### config.mk
export PLATFORM = sky130hd
export DESIGN_NAME = lattice_scheduler_flat
export DESIGN_NICKNAME = d
export VERILOG_FILES = /design/src/rtl/lattice_scheduler_if.sv /design/src/rtl/lattice_scheduler.sv /design/src/flat_wrapper.sv
export SDC_FILE = /design/constraint.sdc
export NUM_CORES = 1
export LEC_CHECK = 0
export ABC_AREA = 1
export CELL_PAD_IN_SITES_DETAIL_PLACEMENT = 1
export CELL_PAD_IN_SITES_GLOBAL_PLACEMENT = 1
export CORE_AREA = 4 4 323 325
export DETAILED_ROUTE_END_ITERATION = 16
export DIE_AREA = 0 0 327 329
export PLACE_DENSITY_LB_ADDON = 0.05
export SYNTH_ARGS = -nofsm -noshare
export SYNTH_HDL_FRONTEND = slang
export SYNTH_SLANG_ARGS = --single-unit
### constraint.sdc
create_clock -name clk -period 2.2 [get_ports clk]
set_clock_uncertainty 0.2 [all_clocks]
set_input_delay 0.44 -clock clk [delete_from_list [all_inputs] [get_ports clk]]
set_output_delay 0.44 -clock clk [all_outputs]
set_load 0.03 [all_outputs]
### src/rtl/lattice_scheduler_if.sv
// Host/lattice-facing bundle of the lattice job scheduler.
// Every valid/ready pair transfers on a cycle where both are high; a producer holds data stable until then.
interface lattice_scheduler_if #(
   parameter int ID_W = 8
);
   logic            work_valid;
   logic            work_ready;
   logic [255:0]    work_midstate;
   logic [95:0]     work_tail;
   logic [ID_W-1:0] work_id;

   logic            lat_valid;
   logic            lat_newwork;
   logic            lat_flush;
   logic [255:0]    lat_midstate;
   logic [95:0]     lat_tail;
   logic [31:0]     lat_nonce_base;

   logic            res_valid;
   logic [31:0]     res_nonce;

   logic            found_valid;
   logic            found_ready;
   logic [31:0]     found_nonce;
   logic [ID_W-1:0] found_id;

   logic            done_valid;
   logic [ID_W-1:0] done_id;
   logic            busy;
   logic [7:0]      drop_count;
   logic [1:0]      dbg_state;

   modport slave (
      input  work_valid, work_midstate, work_tail, work_id,
      input  res_valid, res_nonce, found_ready,
      output work_ready, lat_valid, lat_newwork, lat_flush, lat_midstate, lat_tail,
      output lat_nonce_base, found_valid, found_nonce, found_id,
      output done_valid, done_id, busy, drop_count, dbg_state
   );

   modport master (
      output work_valid, work_midstate, work_tail, work_id,
      output res_valid, res_nonce, found_ready,
      input  work_ready, lat_valid, lat_newwork, lat_flush, lat_midstate, lat_tail,
      input  lat_nonce_base, found_valid, found_nonce, found_id,
      input  done_valid, done_id, busy, drop_count, dbg_state
   );
endinterface

### src/rtl/lattice_scheduler.sv
// Job sequencer: broadcasts a job into the lattice, sweeps the nonce space,
// drains the pipeline and reports hits followed by a per-job done pulse.
module lattice_scheduler #(
   parameter int LOG2_NUM_CORES = 1,
   parameter int NONCE_BITS     = 32,
   parameter int PIPE_DEPTH     = 8,
   parameter int ID_W           = 8
) (
   input logic                clk,
   input logic                rst,
   lattice_scheduler_if.slave bus
);
   localparam int CW = $clog2(PIPE_DEPTH + 1);
   localparam logic [NONCE_BITS-1:0] STEP = NONCE_BITS'(1) << LOG2_NUM_CORES;
   localparam logic [NONCE_BITS-1:0] LAST = ~(STEP - NONCE_BITS'(1));

   typedef enum logic [1:0] {IDLE = 2'd0, RUN = 2'd1, DRAIN = 2'd2, REPORT = 2'd3} state_t;

   state_t          state, state_nx;
   logic [NONCE_BITS-1:0] base;
   logic            first, flush_q, found_full, done_q;
   logic [CW-1:0]   drain_cnt, discard;
   logic [255:0]    midstate;
   logic [95:0]     tail;
   logic [ID_W-1:0] job_id, found_id_q, done_id_q;
   logic [31:0]     found_nonce_q;
   logic [7:0]      drops;
   logic            accept, issue, last_issue, drain_end, res_take, report_go;

   // Gated by reset so every output reads 0 while reset is held.
   assign bus.work_ready = rst && (state != REPORT);
   assign accept     = bus.work_valid && bus.work_ready;
   assign issue      = (state == RUN) && !flush_q;
   assign last_issue = issue && (base == LAST);
   assign drain_end  = (state == DRAIN) && (drain_cnt == CW'(PIPE_DEPTH - 1));
   assign res_take   = bus.res_valid && (discard == '0) && (state != IDLE);
   // Done only once the buffer is certain to be empty next cycle, so each hit precedes its done.
   assign report_go  = (state == REPORT) && (!found_full || bus.found_ready) && !res_take;

   assign bus.lat_valid      = issue;
   assign bus.lat_newwork    = issue && first;
   assign bus.lat_flush      = flush_q;
   assign bus.lat_midstate   = midstate;
   assign bus.lat_tail       = tail;
   assign bus.lat_nonce_base = 32'(base);
   assign bus.found_valid    = found_full;
   assign bus.found_nonce    = found_nonce_q;
   assign bus.found_id       = found_id_q;
   assign bus.done_valid     = done_q;
   assign bus.done_id        = done_id_q;
   assign bus.busy           = (state != IDLE);
   assign bus.drop_count     = drops;
   assign bus.dbg_state      = state;

   always_comb begin
      state_nx = state;
      case (state)
         IDLE:    if (accept) state_nx = RUN;
         RUN:     if (accept) state_nx = RUN;
                  else if (last_issue) state_nx = DRAIN;
         DRAIN:   if (accept) state_nx = RUN;
                  else if (drain_end) state_nx = REPORT;
         REPORT:  if (report_go) state_nx = IDLE;
         default: state_nx = IDLE;
      endcase
   end

   always_ff @(posedge clk or negedge rst) begin
      if (!rst) state <= IDLE;
      else      state <= state_nx;
   end

   always_ff @(posedge clk or negedge rst) begin
      if (!rst) begin
         base          <= '0;
         first         <= 1'b0;
         flush_q       <= 1'b0;
         drain_cnt     <= '0;
         discard       <= '0;
         midstate      <= '0;
         tail          <= '0;
         job_id        <= '0;
         found_full    <= 1'b0;
         found_nonce_q <= '0;
         found_id_q    <= '0;
         drops         <= '0;
         done_q        <= 1'b0;
         done_id_q     <= '0;
      end else begin
         done_q <= report_go;
         if (report_go) done_id_q <= job_id;

         // A preempt flushes the lattice and blanks its results for one pipeline depth.
         if (accept && (state != IDLE)) discard <= CW'(PIPE_DEPTH);
         else if (discard != '0)        discard <= discard - CW'(1);

         if (accept) begin
            midstate <= bus.work_midstate;
            tail     <= bus.work_tail;
            job_id   <= bus.work_id;
            base     <= '0;
            first    <= 1'b1;
            flush_q  <= (state != IDLE);
         end else begin
            flush_q <= 1'b0;
            if (issue) begin
               base  <= base + STEP;
               first <= 1'b0;
            end
         end

         if (state == DRAIN) drain_cnt <= drain_cnt + CW'(1);
         else                drain_cnt <= '0;

         if (res_take) begin
            if (found_full && !bus.found_ready) begin
               if (drops != 8'hff) drops <= drops + 8'd1;
            end else begin
               found_full    <= 1'b1;
               found_nonce_q <= bus.res_nonce;
               found_id_q    <= job_id;
            end
         end else if (found_full && bus.found_ready) begin
            found_full <= 1'b0;
         end
      end
   end
endmodule
### src/flat_wrapper.sv
// flat-port wrapper written by rule: the top's interface ports become plain ports
module lattice_scheduler_flat 
#(
   parameter int LOG2_NUM_CORES = 1,
   parameter int NONCE_BITS     = 32,
   parameter int PIPE_DEPTH     = 8,
   parameter int ID_W           = 8
)
  (clk, rst, bus_work_valid, bus_work_midstate, bus_work_tail, bus_work_id, bus_res_valid, bus_res_nonce, bus_found_ready, bus_work_ready, bus_lat_valid, bus_lat_newwork, bus_lat_flush, bus_lat_midstate, bus_lat_tail, bus_lat_nonce_base, bus_found_valid, bus_found_nonce, bus_found_id, bus_done_valid, bus_done_id, bus_busy, bus_drop_count, bus_dbg_state);
  lattice_scheduler_if #(.ID_W(ID_W)) bus_i ();
  input logic clk;
  input logic rst;
  input wire logic [$bits(bus_i.work_valid)-1:0] bus_work_valid;
  input wire logic [$bits(bus_i.work_midstate)-1:0] bus_work_midstate;
  input wire logic [$bits(bus_i.work_tail)-1:0] bus_work_tail;
  input wire logic [$bits(bus_i.work_id)-1:0] bus_work_id;
  input wire logic [$bits(bus_i.res_valid)-1:0] bus_res_valid;
  input wire logic [$bits(bus_i.res_nonce)-1:0] bus_res_nonce;
  input wire logic [$bits(bus_i.found_ready)-1:0] bus_found_ready;
  output wire logic [$bits(bus_i.work_ready)-1:0] bus_work_ready;
  output wire logic [$bits(bus_i.lat_valid)-1:0] bus_lat_valid;
  output wire logic [$bits(bus_i.lat_newwork)-1:0] bus_lat_newwork;
  output wire logic [$bits(bus_i.lat_flush)-1:0] bus_lat_flush;
  output wire logic [$bits(bus_i.lat_midstate)-1:0] bus_lat_midstate;
  output wire logic [$bits(bus_i.lat_tail)-1:0] bus_lat_tail;
  output wire logic [$bits(bus_i.lat_nonce_base)-1:0] bus_lat_nonce_base;
  output wire logic [$bits(bus_i.found_valid)-1:0] bus_found_valid;
  output wire logic [$bits(bus_i.found_nonce)-1:0] bus_found_nonce;
  output wire logic [$bits(bus_i.found_id)-1:0] bus_found_id;
  output wire logic [$bits(bus_i.done_valid)-1:0] bus_done_valid;
  output wire logic [$bits(bus_i.done_id)-1:0] bus_done_id;
  output wire logic [$bits(bus_i.busy)-1:0] bus_busy;
  output wire logic [$bits(bus_i.drop_count)-1:0] bus_drop_count;
  output wire logic [$bits(bus_i.dbg_state)-1:0] bus_dbg_state;
  assign bus_i.work_valid = bus_work_valid;
  assign bus_i.work_midstate = bus_work_midstate;
  assign bus_i.work_tail = bus_work_tail;
  assign bus_i.work_id = bus_work_id;
  assign bus_i.res_valid = bus_res_valid;
  assign bus_i.res_nonce = bus_res_nonce;
  assign bus_i.found_ready = bus_found_ready;
  assign bus_work_ready = bus_i.work_ready;
  assign bus_lat_valid = bus_i.lat_valid;
  assign bus_lat_newwork = bus_i.lat_newwork;
  assign bus_lat_flush = bus_i.lat_flush;
  assign bus_lat_midstate = bus_i.lat_midstate;
  assign bus_lat_tail = bus_i.lat_tail;
  assign bus_lat_nonce_base = bus_i.lat_nonce_base;
  assign bus_found_valid = bus_i.found_valid;
  assign bus_found_nonce = bus_i.found_nonce;
  assign bus_found_id = bus_i.found_id;
  assign bus_done_valid = bus_i.done_valid;
  assign bus_done_id = bus_i.done_id;
  assign bus_busy = bus_i.busy;
  assign bus_drop_count = bus_i.drop_count;
  assign bus_dbg_state = bus_i.dbg_state;
  lattice_scheduler #(.LOG2_NUM_CORES(LOG2_NUM_CORES), .NONCE_BITS(NONCE_BITS), .PIPE_DEPTH(PIPE_DEPTH), .ID_W(ID_W)) u_core (.clk(clk), .rst(rst), .bus(bus_i));
endmodule
Word-level counts from Yosys, hierarchy flattened
Cells that the tools add are included.
Storage, ports and cells
  bits in registers: 462
  output and inout port bits: 449
  bits of input ports: 397
  logic and storage cells: 79
Cells by class
  bitwise logic cells: 1
  muxes and demuxes: 18
  reduce and logical (&&, ||, !) cells: 29
  $add $sub $neg: 4
  equality and inequality tests: 12
Operator list (number)
  2-to-1 mux 32 bit: 2
  adder 32 x 2 -> 32 bit, second input constant: 1
  == test 32 bit, second input constant: 1
  logical AND 1 bit: 13
  2-to-1 mux 2 bit: 6
  2-to-1 mux 4 bit: 3
  adder 8 x 1 -> 8 bit, second input constant: 1
  != test 8 bit, second input constant: 1
  one-hot mux 2 bit (4 select lines): 1
  nonzero test 2 bit: 4
  2-to-1 mux 1 bit: 6
  != test 3 x 1 -> 1 bit, second input constant: 2
  adder 4 x 1 -> 4 bit, second input constant: 1
  == test 2 bit, second input constant: 2
  == test 4 x 3 -> 1 bit, second input constant: 1
  logical NOT 1 bit: 4
  logical NOT 4 bit: 1
  != test 2 x 1 -> 1 bit, second input constant: 2
  != test 2 bit, second input constant: 2
  AND reduction 2 bit: 2
  AND reduction 4 bit: 1
  nonzero test 4 bit: 1
  subtractor 4 x 1 -> 4 bit, second input constant: 1
  AND reduction 3 bit: 1
  other kinds (4): 4

Longest topological paths before layout
  depth in word-level cells: 7
  depth in mapped cells: 11
  mapped depth without buffers: 10

Least setup slack after synthesis
No wires, ideal clock.
  path type: register to output
  start: register u_core.state[0] (netlist: u_core.bus.dbg_state[0])
  end: output bus_lat_newwork
  slack: 213 ps
  required time: 1560 ps
  cell stages (with the launch flop): 5
  data arrival time: 1347 ps
  buffers on the path: 0
  cells stage by stage: dfrtp_1 inv_1 nor2_1 nand2_2 nor2_1
On the way
  longest elaborated chain between the ends: 3
Ends and longest elaborated chain
  start: declaration: RTL line lattice_scheduler.sv:19  | state_t state, state_nx;
  start signal: assignment: RTL line lattice_scheduler.sv:70  | else state <= state_nx;
  == test 2 x 1 -> 1 bit: RTL line lattice_scheduler.sv:33  | assign issue = (state == RUN) && !flush_q;
  logical AND 1 bit: RTL line lattice_scheduler.sv:33
  logical AND 1 bit: RTL line lattice_scheduler.sv:41  | assign bus.lat_newwork = issue && first;
  end: declaration: RTL line flat_wrapper.sv:22  | output wire logic [$bits(bus_i.lat_newwork)-1:0] bus_lat_newwork;
No other way between the ends.

Worst setup path in the final report
  start: register u_core.state[0] (netlist: u_core.bus.dbg_state[0])
  end: output bus_dbg_state[0]
RTL lines
  end: declaration: RTL line flat_wrapper.sv:34  | output wire logic [$bits(bus_i.dbg_state)-1:0] bus_dbg_state;
No word-level cell between the ends.

==> impl_metrics.py <==
metrics = {
    "floorplan": {
        "fp.dieW_um": 327,
        "fp.dieH_um": 329,
        "die_area_mm2": 0.108,
        "start_util_pct": 18.0,
        "num_rows": 117,
        "pin_count": 846,
        "core_mm2": 0.101,
    },
    "critical_path": {
        "r2r_start": "u_core.bus.lat_nonce_base[1]$_DFFE_PN0P_",
        "cp_top_family": "buffers and inverters",
        "cp.required_ns": 1.56,
        "path_buf_inv": 1,
        "crit_chain": "dlygate4sd2_1",
        "slowest_stage": "dlygate4sd2_1",
        "r2r-end": "u_core.bus.lat_nonce_base[17]$_DFFE_PN0P_",
        "cp_slowest_stage_delay_ns": 0.54,
        "cp-end-kind": "output pin",
        "cp-start-kind": "flop",
        "r2r_setup_slack_ns": 0.22,
        "r2r_cells": 8,
        "path_class": "reg -> out",
        "cp.arrival_ns": 1.66,
        "cp_max_fo": 6,
    },
    "clock_tree": {
        "clk_path_buf_depth": 3,
        "root_buffer": "clkbuf_16",
        "cts-buffers-inserted": 61,
        "htreeDepth": 2,
        "cts.clk_slew.worst_paths_ns": 0.06,
        "clkLatencyLatePin_ns": 0.64,
        "cts_tree": "built",
        "cts.sink_count": 461,
    },
    "yosys": {
        "seq_area_frac_synth_pct": 63.3,
        "synth_top_area_share_pct": 63.3,
        "syn_avg_cell_area_um2": 8.60,
        "syn-num-nets": 2521,
        "yosys.cell_types.count": 26,
        "synth_edf_count": 0,
        "synth_warnings": 0,
        "netlist_top_cells_count": "1,279 x nand2_1, 461 x dfrtp_1, 75 x nor2_1",
        "yosysMostFrequentCell": "nand2_1",
        "syn_inst": 2119,
        "synth-seq-cells": 461,
        "async_flop_share_pct": 100,
        "yosys-top-cells-area": "dfrtp_1 63%, nand2_1 26%, nor2_1 1.5%, o21ai_0 1.3%, inv_1 1.2%",
        "syn_area_mm2": 0.0182,
        "yosysTopAreaCell": "dfrtp_1",
        "synthFlopType": "dfrtp_1",
    },
    "timing": {
        "finalMaxSlewViolations": 0,
        "whs_ns": 0.126,
        "layout_min_cycle_time_ns": 2.30,
        "timing.final.crit_share_pct": 104,
        "hold_violations": 0,
        "layout_setup_ws_ns": -0.0978,
        "tightest_slew_ns": 0.829,
        "slew_headroom_pct": 44.7,
        "setup_viol": 4,
        "fmax_mhz": 435,
        "grt_setup_unrepaired": "yes",
    },
    "run_status": {
        "status": "finished, violations left",
        "failed_checks": "setup timing",
    },
    "routing": {
        "wire_per_inst_um": 20.7,
        "final_antenna_net_count": 0,
        "route.detailed.drc": 0,
        "viasPerCell": 3.89,
        "first_iter_violations": 752,
        "drt-total-wl_mm": 92.1,
        "vias": 17256,
        "dr.pass1.iters": 4,
    },
    "placement": {
        "dp_cells": 4298,
        "gp_congestion": 0.795,
        "dpl.hpwl_mm": 70.5,
        "io_buffers": 844,
    },
    "job": {
        "cap_violations": 0,
    },
    "pwr": {
        "p_leak_nw": 15.5,
        "ir_drop_v": 0.000591,
        "powerDensity_mw_per_mm2": 1290,
    },
    "global_route": {
        "antenna_found_initial": 29,
        "grt_usage_pct": 16.6,
        "grt_max_degree": 135,
        "grt_pass1_wl_mm": 132,
        "overflow": 0,
        "grt_pass1_vias": 18952,
    },
    "min_path": {
        "holdPathStages": 3,
        "hp-class": "in -> reg",
        "hold_end": "u_core.bus.lat_midstate[79]$_DFFE_PN0P_",
        "min_from": "bus_work_midstate[79]",
    },
    "final_layout": {
        "layout-drive-gt1-share_pct": 8.59,
        "syn_to_final_growth_pct": 66.9,
        "num-nets-final": 3407,
        "finalNonFillerCells": 4437,
    },
}
-- layout by cell type, fill, tap and decap left out, drive strengths merged, types with 5 or more instances in the layout --
cell type,synthesis,routed
dlygate4sd2,0,352
nand2,1281,1281
inv,62,64
nand3,27,27
xor2,5,5
nand4,13,13
clkdlybuf4s15,0,78
nor2,83,83
clkdlybuf4s50,0,395
clkinv,0,12
ha,5,5
diode,0,19
dfrtp,461,461
a21oi,19,19
o21ai,47,47
nor3,10,10
clkbuf,27,94
buf,68,87
-- worst max-delay path by stage --
| stage | from | endpoint | cells past startpoint |
|---|---|---|---|
| after detailed placement | bus_work_valid | u_core.bus.dbg_state[0]$_DFFE_PN0P_ | 9 |
| after global placement | bus_work_valid | u_core.bus.dbg_state[0]$_DFFE_PN0P_ | 9 |
| after floorplan | u_core.bus.dbg_state[0]$_DFFE_PN0P_ | bus_lat_newwork | 4 |
| after global routing | u_core.bus.dbg_state[0]$_DFFE_PN0P_ | bus_lat_newwork | 5 |
| final | u_core.bus.dbg_state[0]$_DFFE_PN0P_ | bus_dbg_state[0] | 1 |
| after CTS | u_core.bus.dbg_state[0]$_DFFE_PN0P_ | bus_lat_newwork | 5 |
-- routing by layer --
metal / share of wire (%) / global-route usage [%] / up-vias / wire length, um
met5: 0.095 / 0 / - / 87
met4: 3.2 / 6.96 / 14 / 2950
met3: 8.0 / 5.96 / 129 / 7390
met2: 53 / 30.2 / 476 / 48900
met1: 36 / 17.3 / 8399 / 32700
li1: - / - / 8238 / -
-- power breakdown --
part,switching [mW],internal [mW]
sequential,1.63,11.3
combinational,11.2,5.24
clock,4.07,5.84
total,16.9,22.4
-- final cells by class --
cell class,count,area (um2)
multi-input cells,1501,6010
repair buffers,918,8920
inverters,62,243
clock buffers,89,1760
fillers,11815,71000
diodes,19,47.5
well taps,1368,1710
flip-flops and latches,461,11500
clock inverters,19,183
-- metrics by stage --
step | utilization (%) | cell area [um2] | TNS, ns | total power [mW] | setup WS, ns
after global routing | 30.0 | 30400 | -0.739 | 41.7 | -0.209
after detailed placement | 28.3 | 28700 | -10.35 | 31.5 | -0.0853
final | 30.0 | 30400 | -0.267 | 39.3 | -0.0978
after global placement | 28.3 | 28700 | -6.98 | 31.3 | -0.133
after CTS | 29.9 | 30300 | -0.935 | 40.2 | -0.267
after floorplan | - | 18200 | 0 | 21.9 | 0.213
-- worst min-delay path: stages --
cell	delay (ns)
clkdlybuf4s50_1	0.39
nand2_1	0.06
nand2_1	0.04
-- state kept, by name (all words and copies together) (netlist names) --
name / count
u_core.bus.found_nonce: 32
u_core.bus.lat_nonce_base: 31
u_core.job_id: 8
u_core.drain_cnt: 4
u_core.discard: 4
u_core.bus.found_id: 8
u_core.bus.lat_flush: 1
u_core.first: 1
u_core.bus.lat_tail: 96
u_core.bus.lat_midstate: 256
u_core.bus.done_valid: 1
u_core.bus.done_id: 8
u_core.bus.drop_count: 8
u_core.bus.dbg_state: 2
u_core.bus.found_valid: 1
-- kinds of logic after synthesis --
group | Yosys count | share of synthesized area [%]
simple gates | 1416 | 29.8
buf+inv | 157 | 4.11
compound gates | 70 | 1.96
flops | 461 | 63.3
other cells | 1 | 0.0206
xor+xnor | 9 | 0.433
fa+ha+maj | 5 | 0.343
-- repair_timing --
| action | in CTS | in global routing |
|---|---|---|
| buffers inserted | 7 | 4 |
| hold buffers | 1 | 0 |
| resized for setup | 593 | 22 |
| hold endpoints to repair | 257 | 0 |
| pin swaps | 6 | 6 |
| setup endpoints to repair | 441 | 16 |
(Power assumes the default switching activity.)
